===== config.mk =====
export PLATFORM = sky130hd
export DESIGN_NAME = lif_membrane_integrator_flat
export DESIGN_NICKNAME = d
export VERILOG_FILES = /design/src/rtl/lif_membrane_integrator_if.sv /design/src/rtl/lif_membrane_integrator.sv /design/src/flat_wrapper.sv
export SDC_FILE = /design/constraint.sdc
export NUM_CORES = 1
export LEC_CHECK = 0
export ABC_AREA = 1
export CORE_UTILIZATION = 45
export CTS_CLUSTER_SIZE = 25
export DETAILED_ROUTE_END_ITERATION = 7
export DONT_BUFFER_PORTS = 1
export MAX_ROUTING_LAYER = met4
export PLACE_DENSITY = 0.57
export SYNTH_ARGS = -nofsm -noshare
export SYNTH_HDL_FRONTEND = slang
export SYNTH_SLANG_ARGS = --single-unit

===== constraint.sdc =====
create_clock -name clk -period 14.25 [get_ports clk]
set_input_delay 2.85 -clock clk [delete_from_list [all_inputs] [get_ports clk]]
set_output_delay 2.85 -clock clk [all_outputs]
set_load 0.05 [all_outputs]

===== src/rtl/lif_membrane_integrator_if.sv =====
// Synaptic current stream into the LIF membrane integrator.
// The source drives in_valid/in_current. The integrator answers with in_ready.
interface lif_membrane_integrator_if #(
    parameter int W = 21
);
    logic                in_valid;
    logic                in_ready;
    logic signed [W-1:0] in_current;

    modport master (
        output in_valid,
        output in_current,
        input  in_ready
    );

    modport slave (
        input  in_valid,
        input  in_current,
        output in_ready
    );
endinterface


===== src/rtl/lif_membrane_integrator.sv =====
// Leaky-integrate stage of the digital neuron.
// Accumulates signed Q12.9 current samples between time steps.
// On each step, the stage folds the accumulated current into the membrane
// potential and subtracts an arithmetic-shift leak.
// A fire/refractory FSM pins the potential to v_reset for REFRAC_CYC steps
// after each spike.
module lif_membrane_integrator #(
    parameter int W          = 21,
    parameter int FRAC       = 9,
    parameter int LEAK_SHIFT = 3,
    parameter int REFRAC_CYC = 4
) (
    input  logic                clk,
    input  logic                rst_n,
    lif_membrane_integrator_if.slave in_if,
    input  logic                step_i,
    input  logic signed [W-1:0] v_thresh_i,
    input  logic signed [W-1:0] v_reset_i,
    output logic signed [W-1:0] v_out_o,
    output logic                v_valid_o,
    output logic                spike_o,
    output logic                refrac_busy_o
);

    localparam int CNT_W = (REFRAC_CYC > 0) ? $clog2(REFRAC_CYC + 1) : 1;

    // Saturation bounds, sign-extended to the W+2 working width.
    localparam logic signed [W+1:0] MAX_EXT = {3'b000, {(W-1){1'b1}}};
    localparam logic signed [W+1:0] MIN_EXT = {3'b111, {(W-1){1'b0}}};
    localparam logic signed [W-1:0] MAX_W   = {1'b0, {(W-1){1'b1}}};
    localparam logic signed [W-1:0] MIN_W   = {1'b1, {(W-1){1'b0}}};

    // FRAC only defines the scaling. A value with no integer bit is a configuration error.
    generate
        if (FRAC >= W - 1) begin : g_frac_chk
            $error("FRAC leaves no integer bits in the data word");
        end
    endgenerate

    typedef enum logic [1:0] {
        ST_INTEG  = 2'd0,
        ST_FIRE   = 2'd1,
        ST_REFRAC = 2'd2
    } state_e;

    // Sign-extend a W-bit value to the W+2 working width.
    function automatic logic signed [W+1:0] ext(input logic signed [W-1:0] a);
        return {{2{a[W-1]}}, a};
    endfunction

    // Clamp a W+2-bit result into the signed W-bit range.
    function automatic logic signed [W-1:0] sat_w(input logic signed [W+1:0] x);
        logic signed [W-1:0] r;
        if (x > MAX_EXT) begin
            r = MAX_W;
        end else if (x < MIN_EXT) begin
            r = MIN_W;
        end else begin
            r = x[W-1:0];
        end
        return r;
    endfunction

    state_e              state_q, state_d;
    logic signed [W-1:0] acc_q, acc_d;
    logic signed [W-1:0] v_q, v_d;
    logic [CNT_W-1:0]    cnt_q, cnt_d;
    logic signed [W-1:0] v_out_q, v_out_d;
    logic                v_valid_q, v_valid_d;
    logic                spike_q, spike_d;
    logic                busy_q, busy_d;
    logic                ready_en_q;

    logic                in_ready_s;
    logic                xfer_s;
    logic signed [W-1:0] acc_sum_s;
    logic signed [W-1:0] acc_eff_s;
    logic signed [W-1:0] leak_s;
    logic signed [W-1:0] v_next_s;

    // ready_en_q keeps in_ready low while reset is asserted.
    // in_ready stays low until the first clock after reset release.
    assign in_ready_s     = ready_en_q & (state_q != ST_FIRE);
    assign in_if.in_ready = in_ready_s;
    assign xfer_s         = in_if.in_valid & in_ready_s;

    // Datapath: saturated accumulate, and the leaky potential update for a step.
    always_comb begin
        acc_sum_s = sat_w(ext(acc_q) + ext(in_if.in_current));
        if (xfer_s) begin
            acc_eff_s = acc_sum_s;
        end else begin
            acc_eff_s = acc_q;
        end
        leak_s   = v_q >>> LEAK_SHIFT;
        v_next_s = sat_w(ext(v_q) + ext(acc_eff_s) - ext(leak_s));
    end

    // Next-state and next-output logic for the integrate/fire/refractory FSM.
    always_comb begin
        state_d   = state_q;
        acc_d     = acc_q;
        v_d       = v_q;
        cnt_d     = cnt_q;
        v_out_d   = v_out_q;
        v_valid_d = 1'b0;
        spike_d   = 1'b0;
        case (state_q)
            ST_INTEG: begin
                if (step_i) begin
                    v_d       = v_next_s;
                    v_out_d   = v_next_s;
                    v_valid_d = 1'b1;
                    acc_d     = '0;
                    if (v_next_s >= v_thresh_i) begin
                        state_d = ST_FIRE;
                    end else begin
                        state_d = ST_INTEG;
                    end
                end else if (xfer_s) begin
                    acc_d = acc_sum_s;
                end else begin
                    acc_d = acc_q;
                end
            end
            ST_FIRE: begin
                // A step arriving here is deliberately ignored.
                spike_d   = 1'b1;
                v_d       = v_reset_i;
                v_out_d   = v_reset_i;
                v_valid_d = 1'b1;
                acc_d     = '0;
                if (REFRAC_CYC == 0) begin
                    state_d = ST_INTEG;
                    cnt_d   = '0;
                end else begin
                    state_d = ST_REFRAC;
                    cnt_d   = CNT_W'(REFRAC_CYC);
                end
            end
            ST_REFRAC: begin
                // Transfers still handshake here, but their data is dropped.
                acc_d = '0;
                if (step_i) begin
                    cnt_d     = cnt_q - CNT_W'(1);
                    v_out_d   = v_reset_i;
                    v_valid_d = 1'b1;
                    if (cnt_q == CNT_W'(1)) begin
                        state_d = ST_INTEG;
                    end else begin
                        state_d = ST_REFRAC;
                    end
                end else begin
                    cnt_d = cnt_q;
                end
            end
            default: begin
                state_d = ST_INTEG;
                acc_d   = '0;
                cnt_d   = '0;
            end
        endcase
        busy_d = (state_d == ST_REFRAC);
    end

    // State, datapath and registered output flops.
    always_ff @(posedge clk or negedge rst_n) begin
        if (!rst_n) begin
            state_q    <= ST_INTEG;
            acc_q      <= '0;
            v_q        <= '0;
            cnt_q      <= '0;
            v_out_q    <= '0;
            v_valid_q  <= 1'b0;
            spike_q    <= 1'b0;
            busy_q     <= 1'b0;
            ready_en_q <= 1'b0;
        end else begin
            state_q    <= state_d;
            acc_q      <= acc_d;
            v_q        <= v_d;
            cnt_q      <= cnt_d;
            v_out_q    <= v_out_d;
            v_valid_q  <= v_valid_d;
            spike_q    <= spike_d;
            busy_q     <= busy_d;
            ready_en_q <= 1'b1;
        end
    end

    assign v_out_o       = v_out_q;
    assign v_valid_o     = v_valid_q;
    assign spike_o       = spike_q;
    assign refrac_busy_o = busy_q;

endmodule


===== src/flat_wrapper.sv =====
// flat-port wrapper written by rule: the top's interface ports become plain ports
module lif_membrane_integrator_flat 
#(
    parameter int W          = 21,
    parameter int FRAC       = 9,
    parameter int LEAK_SHIFT = 3,
    parameter int REFRAC_CYC = 4
)
  (clk, rst_n, step_i, v_thresh_i, v_reset_i, v_out_o, v_valid_o, spike_o, refrac_busy_o, in_if_in_valid, in_if_in_current, in_if_in_ready);
  lif_membrane_integrator_if #(.W(W)) in_if_i ();
  input  logic clk;
  input  logic rst_n;
  input  logic step_i;
  input  logic signed [W-1:0] v_thresh_i;
  input  logic signed [W-1:0] v_reset_i;
  output logic signed [W-1:0] v_out_o;
  output logic v_valid_o;
  output logic spike_o;
  output logic refrac_busy_o;
  input wire logic [$bits(in_if_i.in_valid)-1:0] in_if_in_valid;
  input wire logic [$bits(in_if_i.in_current)-1:0] in_if_in_current;
  output wire logic [$bits(in_if_i.in_ready)-1:0] in_if_in_ready;
  assign in_if_i.in_valid = in_if_in_valid;
  assign in_if_i.in_current = in_if_in_current;
  assign in_if_in_ready = in_if_i.in_ready;
  lif_membrane_integrator #(.W(W), .FRAC(FRAC), .LEAK_SHIFT(LEAK_SHIFT), .REFRAC_CYC(REFRAC_CYC)) u_core (.clk(clk), .rst_n(rst_n), .in_if(in_if_i), .step_i(step_i), .v_thresh_i(v_thresh_i), .v_reset_i(v_reset_i), .v_out_o(v_out_o), .v_valid_o(v_valid_o), .spike_o(spike_o), .refrac_busy_o(refrac_busy_o));
endmodule

==> impl_metrics.csv <==
group,metric,value,unit
synthesis,synth-warning-count,0,
timing,final_max_slew_viol_count,0,
cells_and_area,antenna-diode-count,0,
critical_path,ff2ff_setup_slack,7.68,ns
min_path,holdPathEnd,"u_core.v_q[0]",
cells_and_area,layout_commonest_cell,"sky130_fd_sc_hd__nand2_1",
routing,antenna_viol_nets_final,0,
routing,dr.first_iter.drc_count,305,
timing,unrepaired_setup_endpoints_after_global_routing,"false",
timing,layout_worst_path_cycle_share,60.7,%
routing,detailroute.via_count,7157,
global_route,antenna_violations_before_repair,0,
timing,timing.slew.headroom,37.9,%
clock_network,cts_setup_buffers,0,
global_route,groute.usage.overall,25.5,%
outcome,status,"complete, no violations",
routing,totalWireLength,21300,um
critical_path,cp_data_arrival_time,8.89,ns
clock_network,tritoncts,"built",
clock_network,total_of_cells_resized_after_clock_tree_synthesis,0,
clock_network,cts_inserted_buffers,9,
critical_path,cpMaxStageDelayCell,"sky130_fd_sc_hd__fa_1",
critical_path,cp_max_fo,60,
timing,finalSetupViolations,0,
global_route,largest_net_degree_at_the_start_of_global_routing,73,
min_path,hold_path.startpoint,"u_core.v_q[0]",
clock_network,clock-root-buffer,"sky130_fd_sc_hd__clkbuf_16",
critical_path,worst_ep_required_time,14.49,ns
synthesis,syn_area,0.00786,mm^2
job,max-cap-violations,0,
critical_path,regToRegEndpoint,"u_core.refrac_busy_o",
synthesis,ys_top_cells_by_area,"sky130_fd_sc_hd__dfrtp_1 (23%), sky130_fd_sc_hd__nand2_1 (19%), sky130_fd_sc_hd__ha_1 (12%)",
min_path,worstHoldPathCells,2,
synthesis,ys_ff_latch,72,
die,die-area,0.0180,mm^2
clock_network,clk_path_buf_depth,2,
clock_network,clkSinkCount,72,
cells_and_area,area_growth_syn_to_layout,5.43,%
timing,hold_violations,0,
critical_path,critical_register_to_register_path_startpoint,"u_core.state_q[1]",
global_route,grt_overflow_total,0,
global_route,grt_first_pass_wirelength,34800,um
die,initial_utilization,46.7,%
timing,max_freq,116,MHz
die,chipHeight,134,um
placed_design,place_hpwl,17200,um
synthesis,post_synth_inst_count,1190,
cells_and_area,finish.net_count,1335,
routing,routed_via_density,5.12,
clock_network,htree_num_levels,3,
critical_path,type_of_element_capturing_the_critical_path,"flop",
timing,fin_skew,0.00985,ns
placed_design,io_buffers,0,
clock_network,hold_buffers,0,
min_path,hp-class,"flop to flop",
global_route,grt_pass1_vias,6951,
timing,worst_slew_pin_slew,0.928,ns
die,ioPinCount,92,
clock_network,clk_pin_slew_worst_paths,0.06,ns
critical_path,worst_r2r_path_cells,31,
timing,setup_tns,0,ns
synthesis,syn-num-nets,1351,
critical_path,start_kind,"input pin",
routing,detailedRoute.firstPassIterationCount,7,
routing,wire_per_inst,15.2,um
die,design.core.area,0.0168,mm^2
critical_path,criticalPathCategory,"input pin to flop",
cells_and_area,most-common-layout-cells,"sky130_fd_sc_hd__nand2_1 (406), sky130_fd_sc_hd__inv_1 (174), sky130_fd_sc_hd__a21oi_1 (99)",
synthesis,synth.yosys.seq_area_share,22.9,%
die,std_cell_rows,47,
placed_design,routability_congestion,0.953,
die,die-width,134,um
cells_and_area,final.fill_count,1813,
synthesis,synth.distinct_cells,44,
synthesis,synthDominantAreaCellType,"sky130_fd_sc_hd__dfrtp_1",
clock_network,insertion_delay,0.35,ns
timing,post-route-min-period,8.66,ns
cells_and_area,final_layout_size_suffix_gt1_share,7.46,%
routing,detailed_route_drc_error_count,0,
critical_path,crit_path_max_incr_delay,0.50,ns
critical_path,critical_path.most_common_cell,"sky130_fd_sc_hd__nand2_1",
synthesis,post_synth.cell_area_avg,6.60,um^2
synthesis,synth_top_area_share,22.9,%
[how the worst max path moves through the flow]
stage,from,to,cells past startpoint
6_report,in_if_in_current[2],u_core.refrac_busy_o,38
5_1_grt,in_if_in_current[0],u_core.refrac_busy_o,38
2_1_floorplan,in_if_in_current[0],u_core.refrac_busy_o,38
4_1_cts,in_if_in_current[2],u_core.refrac_busy_o,38
3_3_place_gp,in_if_in_current[2],u_core.refrac_busy_o,38
3_5_place_dp,in_if_in_current[2],u_core.refrac_busy_o,38
[cell type report]
type	count	area [um^2]	share of cell area, %
Tap cell	220	275	3.32
Inverter	175	657	7.93
Timing Repair Buffer	5	37.5	0.453
Clock inverter	5	55.1	0.664
Clock buffer	11	253	3.05
Multi-Input combinational cell	911	5210	62.8
Sequential cell	72	1800	21.7
[cells by family after synthesis]
logic type                 Yosys count  share of synthesized area (%)
and+or+nand+nor                    643                           36.2
buffers and inverters              207                           10.8
AOI/OAI and AO/OA                  145                           9.86
adders and majority gates           94                           17.0
DFF                                 72                           22.9
xor gates and xnor gates            27                           3.01
other                                1                         0.0477
muxes                                1                          0.127
[sequential cells by signal (all words and copies together), names as in the netlist]
register and cells:
u_core.acc_q 21, u_core.v_out_o 21, u_core.v_q 21, u_core.cnt_q 3
u_core.state_q 2, u_core.ready_en_q 1, u_core.refrac_busy_o 1, u_core.spike_o 1
u_core.v_valid_o 1
[worst max-delay path, delay by kind of cell]
family,cells,cell delay (ns)
AO/OA/AOI/OAI,2,0.29
adder cells (fa/ha/maj),4,1.61
buffers and inverters,2,0.16
AND/OR/NAND/NOR,30,3.95
[per-stage QoR]
stage | util, % | setup slack [ns] | instances | hold WS (ns) | instance area, um^2
2_1_floorplan | - | 6.50 | 1190 | 0.449 | 7860
3_3_place_gp | 47.4 | 5.30 | 1383 | 0.465 | 7980
3_5_place_dp | 47.4 | 5.21 | 1383 | 0.465 | 7980
4_1_cts | 49.3 | 5.59 | 1399 | 0.481 | 8290
5_1_grt | 49.3 | 4.90 | 1399 | 0.532 | 8290
6_report | 49.3 | 5.59 | 1399 | 0.479 | 8290
[synthesized netlist by cell type, drive strengths merged]
cell	n
ha	73
buf	14
nand4	21
a31oi	1
or2	23
dfrtp	72
o21ai	25
o21a	2
and2	1
a21o	5
conb	1
and3b	1
nor4	3
nand2	436
nand3b	2
nor3	6
clkbuf	18
nor2	75
fa	21
and3	1
nand3	73
o22ai	3
xor2	19
mux2i	1
nor3b	1
inv	175
xnor2	8
o21bai	6
o211ai	3
a21oi	100
[routing by layer]
metal	wire, um	GRT usage [%]
met1	10000	33.7
met2	9830	40.6
met3	1010	3.63
met4	440	7.55
met5	0	-
Power is not shown: default switching activity piles up to over one toggle a cycle in this logic, so the estimate is an artifact.
